[config.mk]
export PLATFORM = sky130hd
export DESIGN_NAME = shift_add_mult_flat
export DESIGN_NICKNAME = d
export VERILOG_FILES = /design/src/rtl/shift_add_mult_if.sv /design/src/rtl/shift_add_mult.sv /design/src/flat_wrapper.sv
export SDC_FILE = /design/constraint.sdc
export NUM_CORES = 1
export LEC_CHECK = 0
export ABC_CLOCK_PERIOD_IN_PS = 3400
export CAP_MARGIN = 20
export CORE_ASPECT_RATIO = 2
export CORE_MARGIN = 2
export CORE_UTILIZATION = 45
export DETAILED_ROUTE_END_ITERATION = 10
export PLACE_DENSITY_LB_ADDON = 0.1
export REMOVE_ABC_BUFFERS = 1
export SLEW_MARGIN = 10
export SYNTH_ARGS = -nofsm -noshare
export SYNTH_HDL_FRONTEND = slang
export SYNTH_SLANG_ARGS = --single-unit
export TNS_END_PERCENT = 100
[constraint.sdc]
create_clock -name clk -period 3.4 [get_ports clk]
set_input_delay 0.51 -clock clk [delete_from_list [all_inputs] [get_ports clk]]
set_output_delay 0.51 -clock clk [all_outputs]
set_load 0.02 [all_outputs]
[src/rtl/shift_add_mult_if.sv]
// Operand/product handshake bundle for the sequential shift-add multiplier.
// The master side offers operands and accepts products; the slave side is the multiplier.
interface shift_add_mult_if;
   logic       in_valid;
   logic       in_ready;
   logic [3:0] a;
   logic [3:0] b;
   logic       out_valid;
   logic       out_ready;
   logic [7:0] product;
   logic       busy;

   modport master (
      output in_valid, a, b, out_ready,
      input  in_ready, out_valid, product, busy
   );

   modport slave (
      input  in_valid, a, b, out_ready,
      output in_ready, out_valid, product, busy
   );
endinterface

[src/rtl/shift_add_mult.sv]
// Sequential 4x4 unsigned multiplier: adds one shifter partial product per RUN cycle,
// selected by the multiplier bits, and hands the 8-bit product out through valid/ready.
module shifter (
   input  logic [3:0] a,
   input  logic [1:0] b,
   output logic [6:0] y
);
   assign y = {3'b000, a} << b;
endmodule

module shift_add_mult #(
   parameter bit SKIP_ZERO = 1'b1
) (
   input  logic           clk,
   input  logic           rst,
   shift_add_mult_if.slave bus
);
   typedef enum logic [1:0] {IDLE = 2'd0, RUN = 2'd1, DONE = 2'd2} state_t;

   state_t     state;
   state_t     state_nxt;
   logic [3:0] a_reg;
   logic [3:0] b_reg;
   logic [1:0] idx;
   logic [7:0] acc;
   logic [7:0] acc_nxt;
   logic [7:0] product_reg;
   logic [6:0] y;
   logic       accept;
   logic       last;

   shifter u_shifter (.a(a_reg), .b(idx), .y(y));

   assign accept  = bus.in_valid && (state == IDLE);
   assign acc_nxt = b_reg[idx] ? acc + {1'b0, y} : acc;
   // The final RUN cycle is idx 3, or earlier once no higher multiplier bit is set.
   assign last    = (idx == 2'd3) || (SKIP_ZERO && (((b_reg >> idx) >> 1) == 4'd0));

   // NOTE: sequential state uses non-blocking assignments so every flop samples pre-edge values.
   always_ff @(posedge clk or posedge rst) begin
      if (rst) state <= IDLE;
      else     state <= state_nxt;
   end

   // NOTE: every always_comb output gets a default first, otherwise missed branches infer latches.
   always_comb begin
      state_nxt = state;
      case (state)
         IDLE:    if (accept)        state_nxt = RUN;
         RUN:     if (last)          state_nxt = DONE;
         DONE:    if (bus.out_ready) state_nxt = IDLE;
         default:                    state_nxt = IDLE;
      endcase
   end

   always_comb begin
      bus.in_ready  = 1'b0;
      bus.out_valid = 1'b0;
      bus.busy      = 1'b1;
      case (state)
         IDLE: begin
            bus.in_ready = 1'b1;
            bus.busy     = 1'b0;
         end
         DONE:    bus.out_valid = 1'b1;
         default: ;
      endcase
   end

   always_ff @(posedge clk or posedge rst) begin
      if (rst) begin
         a_reg       <= '0;
         b_reg       <= '0;
         idx         <= '0;
         acc         <= '0;
         product_reg <= '0;
      end else begin
         case (state)
            IDLE: if (accept) begin
               a_reg <= bus.a;
               b_reg <= bus.b;
               acc   <= '0;
               idx   <= '0;
            end
            RUN: begin
               acc <= acc_nxt;
               idx <= idx + 2'd1;
               // Product register only changes when a new result is ready, so it holds through IDLE.
               if (last) product_reg <= acc_nxt;
            end
            default: ;
         endcase
      end
   end

   assign bus.product = product_reg;
endmodule

[src/flat_wrapper.sv]
// flat-port wrapper written by rule: the top's interface ports become plain ports
module shift_add_mult_flat 
#(
   parameter bit SKIP_ZERO = 1'b1
)
  (clk, rst, bus_in_valid, bus_a, bus_b, bus_out_ready, bus_in_ready, bus_out_valid, bus_product, bus_busy);
  shift_add_mult_if bus_i ();
  input  logic clk;
  input  logic rst;
  input wire logic [$bits(bus_i.in_valid)-1:0] bus_in_valid;
  input wire logic [$bits(bus_i.a)-1:0] bus_a;
  input wire logic [$bits(bus_i.b)-1:0] bus_b;
  input wire logic [$bits(bus_i.out_ready)-1:0] bus_out_ready;
  output wire logic [$bits(bus_i.in_ready)-1:0] bus_in_ready;
  output wire logic [$bits(bus_i.out_valid)-1:0] bus_out_valid;
  output wire logic [$bits(bus_i.product)-1:0] bus_product;
  output wire logic [$bits(bus_i.busy)-1:0] bus_busy;
  assign bus_i.in_valid = bus_in_valid;
  assign bus_i.a = bus_a;
  assign bus_i.b = bus_b;
  assign bus_i.out_ready = bus_out_ready;
  assign bus_in_ready = bus_i.in_ready;
  assign bus_out_valid = bus_i.out_valid;
  assign bus_product = bus_i.product;
  assign bus_busy = bus_i.busy;
  shift_add_mult #(.SKIP_ZERO(SKIP_ZERO)) u_core (.clk(clk), .rst(rst), .bus(bus_i));
endmodule
## Yosys cells after proc, flatten, opt, wreduce, memory -nomap -nowiden

Index checks and enable logic that the tools add are counted.

- Word-level logic and storage cells: 40
- RAM bits: 0
- Flip-flop bits (word level): 28
- Output and inout bits: 11
- Memories: 0
- Latch bits: 0
- Bits in read-only memories: 0

- Reduce and logical (&&, ||, !) cells: 9
- Divide/modulo/power cells: 0
- Multiply operators: 0
- Eq/ne operators: 6
- Muxes and demuxes: 14
- Order comparisons: 1
- Bitwise gates (word level): 0
- Shift-type cells: 2
- Add/sub/neg operators: 2

Operators with widths:

| kind | number |
|---|---|
| 2-to-1 mux 8 bit | 2 |
| case mux 8 bit (2 select lines) | 1 |
| adder 8 x 7 -> 8 bit | 1 |
| 2-to-1 mux 2 bit | 4 |
| left shift 4 x 2 -> 7 bit | 1 |
| case mux 2 bit (3 select lines) | 1 |
| AND reduction 2 bit | 3 |
| == test 2 bit (second input constant) | 2 |
| zero test 4 bit | 1 |
| 2-to-1 mux 1 bit | 4 |
| inequality test 2 x 1 -> 1 bit (second input constant) | 2 |
| case mux 2 bit (2 select lines) | 1 |
| >> shifter 4 x 2 -> 4 bit | 1 |
| less-than comparator 2 x 3 -> 1 bit (second input constant) | 1 |
| AND reduction 3 bit | 1 |
| adder 2 x 1 -> 2 bit (second input constant) | 1 |
| binary-select mux 1 bit (select 2 bit) | 1 |
| == test 2 x 1 -> 1 bit (second input constant) | 1 |
| zero test 2 bit | 1 |
| inequality test 2 bit (second input constant) | 1 |
| nonzero test 2 bit | 1 |
| logical AND 1 bit | 1 |
| logical OR 1 bit | 1 |

## Longest topological paths before layout

Gate-level depths: netlist of run 1.

- Depth in word-level cells: 5
- Mapped depth: 11
- Mapped depth without buffers: 9

## Hierarchy

A second synthesis of run 1 with hierarchy kept.

- Cell total of the unflattened synthesis: 150
- Area, all modules: 1635.3 µm²

Modules (own cells, without submodules):

| module | area each (µm²) | cells an instance | instances | seq. area each (µm²) |
|---|---|---|---|---|
| shift_add_mult | 1515.2 | 135 | 1 | 700.7 |
| shifter | 120.1 | 15 | 1 | 0.0 |

## Least setup slack after synthesis of run 1

Ideal clock, no wire load.

- Path kind: register -> register
- Start point: register u_core.idx[1]
- End point: register u_core.acc[6]
- Library setup time: 0.122 ns
- Arrival: 2.324 ns
- Period minus slack after synthesis: 2.446 ns
- Required time: 3.278 ns
- Cell stages (with the launch flop): 11
- Slack: 0.954 ns
- Cells stage by stage: dfrtp_1 > buf_2 > mux2_2 > nor2_1 > a21oi_1 > ha_1 > o21a_1 > o31a_1 > o21a_1 > or3_1 > a32o_1

- Longest elaborated chain between the ends: 4
- Elaborated cells between the ends (all ways): 6
- Those cells by class: add/sub (1); shift (1); mux (4)

Ends and longest elaborated chain:

| element | line | source |
|---|---|---|
| from (decl) | shift_add_mult.sv:24 | `logic [1:0] idx;` |
| from (signal assigned) | shift_add_mult.sv:87 | `idx <= idx + 2'd1;` |
| left shift 4 x 2 -> 7 bit / binary-select mux 1 bit (select 2 bit) (equally long branches) | shift_add_mult.sv:8, shift_add_mult.sv:35 |  |
| adder 8 x 7 -> 8 bit / 2-to-1 mux 1 bit (equally long branches) | shift_add_mult.sv:35 | `assign acc_nxt = b_reg[idx] ? acc + {1'b0, y} : acc;` |
| 2-to-1 mux 8 bit * | shift_add_mult.sv:35 |  |
| case mux 8 bit (2 select lines) * | shift_add_mult.sv:78 | `case (state)` |
| to (signal assigned) | shift_add_mult.sv:86 | `acc <= acc_nxt;` |
| to (decl) | shift_add_mult.sv:25 | `logic [7:0] acc;` |

Every way passes the cells marked *; elsewhere a longest branch is shown, timed or not. The select of a mux whose other input is x is not followed.
A chain may end at the register's enable or synchronous reset.

## Final worst setup path of run 1

Ends and elaborated chain as after synthesis.

==> results.md, run 1 <==
* Synth async-reset ratio at 100.0%
* Layout cell share with drive strength beyond 1 at 11.70%
* Outcome: complete, no violations
* Num rows at 31
* Placed cell areas at 1934 µm²
* Critical path launch point type: flop
* CTS tree: yes
* Hold Path Class: reg2reg
* Post-synth EDFFs at 0
* Detailed Place HPWL at 3052 µm
* DR vias/cell at 5.679
* Cell Area, Synth at 1694 µm²
* Post-synthesis sequential area ratio at 41.36%
* Hold worst-path end: u_core.bus.product[0]
* H-tree levels at 1
* CTS Buf Count at 3
* Post-CTS sizing at 0
* Setup Total Neg Slack at 0 ns
* Routed WL per cell at 16.40 µm
* Endpoints failing setup at 0
* Finished Cell Area at 2021 µm²
* Hold Crit Start: u_core.bus.product[0]
* IO Port Bufs at 22
* Leading area contributor after synthesis: dfrtp_1
* Starting DRT DRC Count at 30
* Slew @ Worst Pin at 0.5562 ns
* Final nets at 210
* Max Slew Vio Count at 0
* Post-CTS setup buffer count at 0
* Avg Inst Size Synth at 10.14 µm²
* Filler instances at 318
* Largest net degree at the start of global routing at 29
* RSZ-0062 raised after global routing: no
* #FFs+latches synth at 28
* Synth Warn # at 0
* Worst R2R Path Depth at 9
* Global-route wire length before repair at 6382 µm
* CTS max path bufs at 2
* Area added between synthesis and finish at 19.28%
* Hold path cells at 2
* Cts hold-fix bufs at 0
* Crit share post-route at 79.65%
* Reg-to-Reg End: u_core.acc[6]
* Die area at 4301 µm²
* Fin. Hold Viols at 0
* Share of the synthesized area in the top cell type at 41.36%
* Crit path kind: reg2reg
* Post-synth cell types at 44
* GP Congestion at 0.8693
* Slew HR at 61.96%
* Routed Antenna Nets at 0
* Drt drc at 0
* Initial antenna violation count at 0
* Worst EP arrival at 2.88 ns
* Final WL at 3887 µm
* Clock transition at path regs at 0.10 ns
* Pwr dens at 1018 nW/µm²
* Fmax at 369.2 MHz
* Predominant post-synthesis flop cell: dfrtp_1
* Worst r2r src: u_core.idx[1]
* Later-pin clock latency in the skew report at 0.28 ns
* CTS Root Cell: clkbuf_8
* Die Ht at 90.77 µm
* Grt total ovfl at 0
* Nature of the critical path endpoint: flop
* Minimum clock period at 2.708 ns
* Starting Density at 46.96%
* Final core occ at 56.02%
* Critical Path RT at 3.57 ns
* CORE AREA at 3607 µm²
* Vias in the first global route at 1374
* Clk_skew at 0.006650 ns
* Gate Count Post-Synth at 167
* I/O pin count at 23
* # diodes at 0
* Maxcap violations at 0
* Die width at 47.39 µm
* TritonRoute pass-1 iters at 4
* Worst Path Max Fanout at 12
* LEAKAGE at 0.9167 nW
* Setup slack, reg-to-reg at 0.69 ns
* DR vias at 1346
* Total GRT Usage at 20.25%
* Max VDD drop at 0.0006385 V
* Largest cells by area after synthesis: dfrtp_1, mux2_2, ha_1
* Clock sinks at 28
-- layout make-up --
class	instances	area, µm²	share of cell area, %
clock buffer	3	41.29	2.043
clock inverter	1	30.03	1.486
inverter	11	41.29	2.043
multi-input combinational	122	910.9	45.08
sequential	28	700.7	34.67
tap	49	61.31	3.034
timing repair buffer	23	235.2	11.64
-- power by group --
part | total, mW | internal [mW] | leakage, nW | switching (mW)
Combinational | 1.18 | 0.542 | 0.524 | 0.640
Clock | 0.265 | 0.158 | 0.0357 | 0.107
Sequential | 0.610 | 0.467 | 0.357 | 0.143
Total | 2.06 | 1.17 | 0.917 | 0.890
-- cell usage after synthesis (2+ instances only) --
master	number
buf_6	2
nor2_1	7
nand4_1	2
nand3_1	5
ha_1	8
a21oi_1	6
inv_1	11
o21a_1	5
a21o_1	2
mux2_2	12
o21ai_0	17
xor2_1	3
dfrtp_1	28
a22o_1	3
a2111oi_0	2
o21bai_1	2
nor2b_1	2
buf_2	3
mux2i_1	8
nand2_1	15
-- worst max-delay path: stages (launching register included) --
cell	delay (ns)
dfrtp_1	0.59
mux2_2	0.40
nand2_1	0.08
o21ai_0	0.13
ha_1	0.38
o21a_1	0.13
o31a_1	0.12
o21a_1	0.21
or3_1	0.31
a32o_1	0.27
-- stage by stage --
stage          std cells  hold slack, ns  total power, mW  setup WS (ns)
2_1_floorplan        161          0.4661            1.427         0.9538
3_3_place_gp         232          0.4624            1.753         0.8126
3_5_place_dp         232          0.4700            1.793         0.6830
4_1_cts              236          0.4945            2.063         0.6807
5_1_grt              237          0.5314            2.224         0.5658
6_report             237          0.4878            2.057         0.6918
-- worst max path at each step --
stage	end	startpoint	slack [ns]	cells past startpoint
6_report	u_core.acc[6]	u_core.idx[1]	0.69	9
5_1_grt	u_core.acc[7]	u_core.idx[1]	0.57	9
3_5_place_dp	u_core.bus.product[7]	u_core.idx[1]	0.68	9
2_1_floorplan	u_core.acc[6]	u_core.idx[1]	0.95	9
4_1_cts	u_core.acc[7]	u_core.idx[1]	0.68	9
3_3_place_gp	u_core.bus.product[7]	u_core.idx[1]	0.81	9
-- kinds of logic after synthesis --
logic type	synth area share, %
AO/OA/AOI/OAI	17.36
AND/OR/NAND/NOR	13.22
XOR/XNOR	2.068
multiplexers	14.03
flip-flops	41.36
adder cells (fa/ha/maj)	7.090
buffers and inverters	4.874
-- layout by cell type (no fill, tap or decap), types with 3 or more instances in the layout --
| cell type | Yosys | final |
|---|---|---|
| mux2i_1 | 8 | 8 |
| dfrtp_1 | 28 | 28 |
| clkdlybuf4s50_1 | 0 | 22 |
| nor2_1 | 7 | 7 |
| ha_1 | 8 | 8 |
| clkbuf_8 | 0 | 3 |
| nand2_1 | 15 | 15 |
| o21ai_0 | 17 | 17 |
| nand3_1 | 5 | 5 |
| a22o_1 | 3 | 3 |
| inv_1 | 11 | 11 |
| mux2_2 | 12 | 12 |
| o21a_1 | 5 | 5 |
| xor2_1 | 3 | 3 |
| a21oi_1 | 6 | 6 |
-- routing by layer --
metal	vias to the layer above	GRT usage (%)	part of all wire, %
met4	0	8.333	3.1
met2	40	35.47	57
met1	651	23.00	37
met5	-	0	0
met3	8	1.800	3.2
li1	647	-	-
No activity file was read; power rests on OpenSTA's default activity.
==> run 2: changes to the inputs <==
--- a/config.mk
+++ b/config.mk
@@ -5,7 +5,7 @@
 export SDC_FILE = /design/constraint.sdc
 export NUM_CORES = 1
 export LEC_CHECK = 0
-export ABC_CLOCK_PERIOD_IN_PS = 3400
+export ABC_CLOCK_PERIOD_IN_PS = 2700
 export CAP_MARGIN = 20
 export CORE_ASPECT_RATIO = 2
 export CORE_MARGIN = 2
==> constraint.sdc (replaced) <==
create_clock -name clk -period 2.7 [get_ports clk]
set_input_delay 0.405 -clock clk [delete_from_list [all_inputs] [get_ports clk]]
set_output_delay 0.405 -clock clk [all_outputs]
set_load 0.02 [all_outputs]
==> results.md, run 2 (synthesis gave the netlist of run 1 again) <==
* Critical path launch point type: flop
* Later-pin clock latency in the skew report at 0.28 ns
* Hold Path Class: in2async
* Clk_skew at 0.003179 ns
* Pwr dens at 1286 nW/µm²
* Nature of the critical path endpoint: flop
* Post-CTS sizing at 0
* Worst EP arrival at 2.76 ns
* # diodes at 0
* Starting Density at 46.96%
* Top Family by Delay on Critical Path: compound AO/OA/AOI/OAI gates
* Routed WL per cell at 16.28 µm
* CTS tree: yes
* Grt total ovfl at 0
* CTS Root Cell: clkbuf_8
* Share of power burned in the clock network at 13.0%
* CP peak stage delay at 0.52 ns
* Vias in the first global route at 1432
* Most common library cell in the layout ignoring fill and taps: dfrtp_1
* Fin cells at 239
* Pint at 1.493 mW
* Final nets at 212
* CP bufs+invs at 0
* Starting DRT DRC Count at 29
* Layout cell share with drive strength beyond 1 at 14.21%
* Initial antenna violation count at 0
* I/O pin count at 23
* Crit path top cell by count: o21ai_0
* Sw Ratio at 43.00%
* Fmax at 389.9 MHz
* Final WL at 3891 µm
* Endpoints failing setup at 0
* P_sw at 1.126 mW
* Reg power frac at 28.5%
* Clock sinks at 28
* Drt drc at 0
* CP cell instances: mux2_2 -> nand2_1 -> o21ai_0 -> ha_1 -> a2111oi_0 -> o21a_1 -> nor3_1 -> xnor2_1 -> o21ai_0
* Max VDD drop at 0.0007071 V
* LEAKAGE at 0.9229 nW
* Dpl cells at 235
* TritonRoute pass-1 iters at 4
* Crit path kind: reg2reg
* Area added between synthesis and finish at 20.24%
* Setup Total Neg Slack at 0 ns
* IO Port Bufs at 22
* Max Slew Vio Count at 0
* DR vias at 1338
* Minimum clock period at 2.565 ns
* Worst Path Max Fanout at 7
* Die area at 4301 µm²
* Crit share post-route at 95.00%
* Fin. Hold Viols at 0
* RSZ-0062 raised after global routing: no
* Power share of the combinational group at 58.5%
* Critical Path RT at 2.89 ns
* Largest net degree at the start of global routing at 29
* Cts hold-fix bufs at 0
* Slew @ Worst Pin at 0.5505 ns
* GP Congestion at 0.9446
* Final core occ at 56.47%
* Num rows at 31
* Outcome: complete, no violations
* Detailed Place HPWL at 3097 µm
* Die Ht at 90.77 µm
* Maxcap violations at 0
* Clock transition at path regs at 0.10 ns
* Most frequent cells in the layout: dfrtp_1, clkdlybuf4s50_1, o21ai_0
* Total GRT Usage at 20.24%
* CORE AREA at 3607 µm²
* Global-route wire length before repair at 6410 µm
* Routed Antenna Nets at 0
* DR vias/cell at 5.598
* CTS Buf Count at 3
* Die width at 47.39 µm
* CTS max path bufs at 2
* Worst path slowest cell: a2111oi_0
* Slew HR at 62.35%
* Post-CTS setup buffer count at 0
* H-tree levels at 1
run 2: cell type report:
type / instances / area [µm²]
Timing Repair Buffer: 25 / 242.7
Clock buffer: 3 / 41.29
Inverter: 11 / 41.29
Fill cell: 315 / 1570
Sequential cell: 28 / 701.9
Tap cell: 49 / 61.31
Clock inverter: 1 / 30.03
Multi-Input combinational cell: 122 / 918.4
run 2: path summary, 6_finish.rpt:
kind	from	to	slack, ns	cells after the start
setup / recovery	u_core.idx[1]	u_core.bus.product[7]	0.13	9
hold / removal	rst	u_core.b_reg[3]	0.48	3
setup reg to reg	u_core.idx[1]	u_core.bus.product[7]	0.13	9
hold reg to reg	u_core.bus.product[0]	u_core.bus.product[0]	0.49	2
max in group asynchronous	rst	u_core.idx[0]	1.92	3
min in group clk	u_core.bus.product[0]	u_core.bus.product[0]	0.49	2
run 2: power by group through the flow:
stage                     Clock [mW]  Sequential (mW)  Combinational, mW
after floorplan                    0            0.778               1.02
after global placement             0            0.745               1.48
after detailed placement           0            0.753               1.53
after CTS                      0.345            0.743               1.54
after global routing           0.357            0.774               1.69
final                          0.340            0.745               1.53
run 2: per-layer routing:
| metal | up-vias | wire, µm | global-route usage (%) |
|---|---|---|---|
| met4 | 0 | 218 | 11.11 |
| met1 | 631 | 1439 | 21.46 |
| met3 | 19 | 133 | 2.800 |
| met2 | 44 | 2099 | 34.91 |
| li1 | 644 | - | - |
| met5 | - | 0 | 0 |
run 2: worst register-to-register path, cell delays in order (launching register included):
cell and delay, ns:
dfrtp_1 0.47, mux2_2 0.38, nand2_1 0.07, o21ai_0 0.11
ha_1 0.26, a2111oi_0 0.52, o21a_1 0.22, nor3_1 0.10
xnor2_1 0.16, o21ai_0 0.19
run 2: stage by stage:
stage	area (µm²)	worst slack, ns	power, mW	hold slack (ns)
5_1_grt	2037	0.02420	2.820	0.5312
2_1_floorplan	1653	0.2538	1.798	0.4661
6_report	2037	0.1350	2.619	0.4841
4_1_cts	2028	0.04034	2.625	0.4936
3_3_place_gp	1957	0.1231	2.228	0.4630
3_5_place_dp	1957	0.07407	2.286	0.4695
==> run 3: changes to the inputs <==
--- a/config.mk
+++ b/config.mk
@@ -9,7 +9,7 @@
 export CAP_MARGIN = 20
 export CORE_ASPECT_RATIO = 2
 export CORE_MARGIN = 2
-export CORE_UTILIZATION = 45
+export CORE_UTILIZATION = 54
 export DETAILED_ROUTE_END_ITERATION = 10
 export PLACE_DENSITY_LB_ADDON = 0.1
 export REMOVE_ABC_BUFFERS = 1
==> results.md, run 3 (synthesis gave the netlist of run 1 again) <==
* Later-pin clock latency in the skew report at 0.29 ns
* Max VDD drop at 0.0008012 V
* Met2 wire len at 2053 µm
* CTS Buf Count at 3
* Placed cell areas at 1926 µm²
* CP cell instances: mux2_2 -> nor2_1 -> a21oi_1 -> ha_1 -> o21a_1 -> o31a_1 -> o21a_1 -> or3_1 -> a32o_1
* Endpoints failing setup at 0
* Routed WL per cell at 16.89 µm
* LEAKAGE at 0.9228 nW
* Minimum clock period at 2.521 ns
* RSZ-0062 raised after global routing: no
* Worst Path Max Fanout at 10
* GP Congestion at 0.8370
* Slew @ Worst Pin at 0.4287 ns
* Routed Antenna Nets at 0
* Num rows at 28
* Most frequent cells in the layout: dfrtp_1, clkdlybuf4s50_1, o21ai_0
* Setup Total Neg Slack at 0 ns
* Maxcap violations at 0
* Critical Path RT at 2.87 ns
* Crit share post-route at 93.38%
* Outcome: complete, no violations
* I/O pin count at 23
* Starting DRT DRC Count at 38
* Pwr dens at 1301 nW/µm²
* Vias in the first global route at 1464
* Finished Cell Area at 2006 µm²
* CTS Root Cell: clkbuf_8
* Slew HR at 71.23%
* Crit path top cell by count: o21a_1
* Met1 wire length at 1327 µm
* CTS tree: yes
* Clock transition at path regs at 0.10 ns
* CORE AREA at 2978 µm²
* Fmax at 396.6 MHz
* Detailed Place HPWL at 2917 µm
* Fin. Hold Viols at 0
* Worst r2r src: u_core.idx[1]
* CTS max path bufs at 2
* Global-route wire length before repair at 6223 µm
* Max Used Layer: met4
* Met3 WL at 95 µm
* Final nets at 212
* Starting Density at 56.89%
* Die width at 43.61 µm
* Final WL at 3716 µm
* Max Slew Vio Count at 0
* Crit path kind: reg2reg
* Die area at 3628 µm²
* Most common library cell in the layout ignoring fill and taps: dfrtp_1
* Worst EP arrival at 2.70 ns
* Clock sinks at 28
* IO Port Bufs at 22
* Total GRT Usage at 22.58%
* Worst R2R Path Depth at 9
* Area added between synthesis and finish at 18.39%
* # diodes at 0
* TritonRoute pass-1 iters at 4
* DR vias/cell at 6.227
* DR vias at 1370
* Clk_skew at 0.006377 ns
* Grt total ovfl at 0
* Nature of the critical path endpoint: flop
* CP peak stage delay at 0.47 ns
* Worst path slowest cell: dfrtp_2
* Largest net degree at the start of global routing at 29
* Setup slack, reg-to-reg at 0.18 ns
* Critical path launch point type: flop
* Hold Path Class: in2async
* Die Ht at 83.21 µm
* Initial antenna violation count at 0
* Layout cell share with drive strength beyond 1 at 13.16%
* Reg-to-Reg End: u_core.acc[6]
* H-tree levels at 1
* Drt drc at 0
-- run 3: cell counts in the layout (fill, tap and decap cells not counted) --
Identical to the previous run, type by type.
-- run 3: worst max-delay path by stage --
stage,from,endpoint,slack [ns],cells after the start
finish,u_core.idx[1],u_core.acc[6],0.18,9
global route,u_core.idx[1],u_core.acc[6],0.03,8
CTS,u_core.idx[1],u_core.acc[6],0.06,9
detailed placement,u_core.idx[1],u_core.acc[6],0.08,9
global placement,u_core.idx[1],u_core.acc[6],0.17,9
floorplan,u_core.idx[1],u_core.acc[6],0.25,9
-- run 3: final cells by class --
type	count	area [µm²]
clock buffers	3	41.29
fillers	245	972.2
repair buffers	25	242.7
well taps	30	37.54
clock inverters	1	30.03
flip-flops and latches	28	701.9
inverters	11	41.29
multi-input cells	122	910.9
-- run 3: metrics by stage --
| stage | instances | util [%] | hold WS [ns] | power (mW) | setup WS, ns |
|---|---|---|---|---|---|
| after detailed placement | 215 | 64.66 | 0.4733 | 2.259 | 0.07790 |
| final | 220 | 67.35 | 0.4639 | 2.609 | 0.1787 |
| after global routing | 220 | 67.35 | 0.5402 | 2.806 | 0.03255 |
| after global placement | 215 | 64.66 | 0.4632 | 2.199 | 0.1747 |
| after floorplan | 161 | - | 0.4661 | 1.798 | 0.2538 |
| after CTS | 219 | 67.06 | 0.4792 | 2.600 | 0.06072 |
-- run 3: critical path, delay by kind of cell, from the launching register on --
family	cells	cell delay (ns)
AO/OA/AOI/OAI	5	0.86
adder cells (fa/ha/maj)	1	0.33
flip-flops	1	0.47
multiplexers	1	0.37
AND/OR/NAND/NOR	2	0.39
-- run 3: metal layers --
metal	global-route usage, %	vias to the layer above
met3	2.391	15
met4	17.91	0
met2	38.90	39
met1	22.75	672
met5	0	-
li1	-	644
-- run 3: where the power goes --
| part | switching, mW | internal [mW] |
|---|---|---|
| registers | 0.156 | 0.590 |
| logic | 0.830 | 0.697 |
| clock network | 0.137 | 0.199 |
| total | 1.12 | 1.49 |
-- run 3: timing repair --
action                                  in CTS  in global routing
resized for setup                            0                  1
endpoints found under the setup margin       0                  4
hold buffers                                 0                  0
buffers inserted                             0                  1
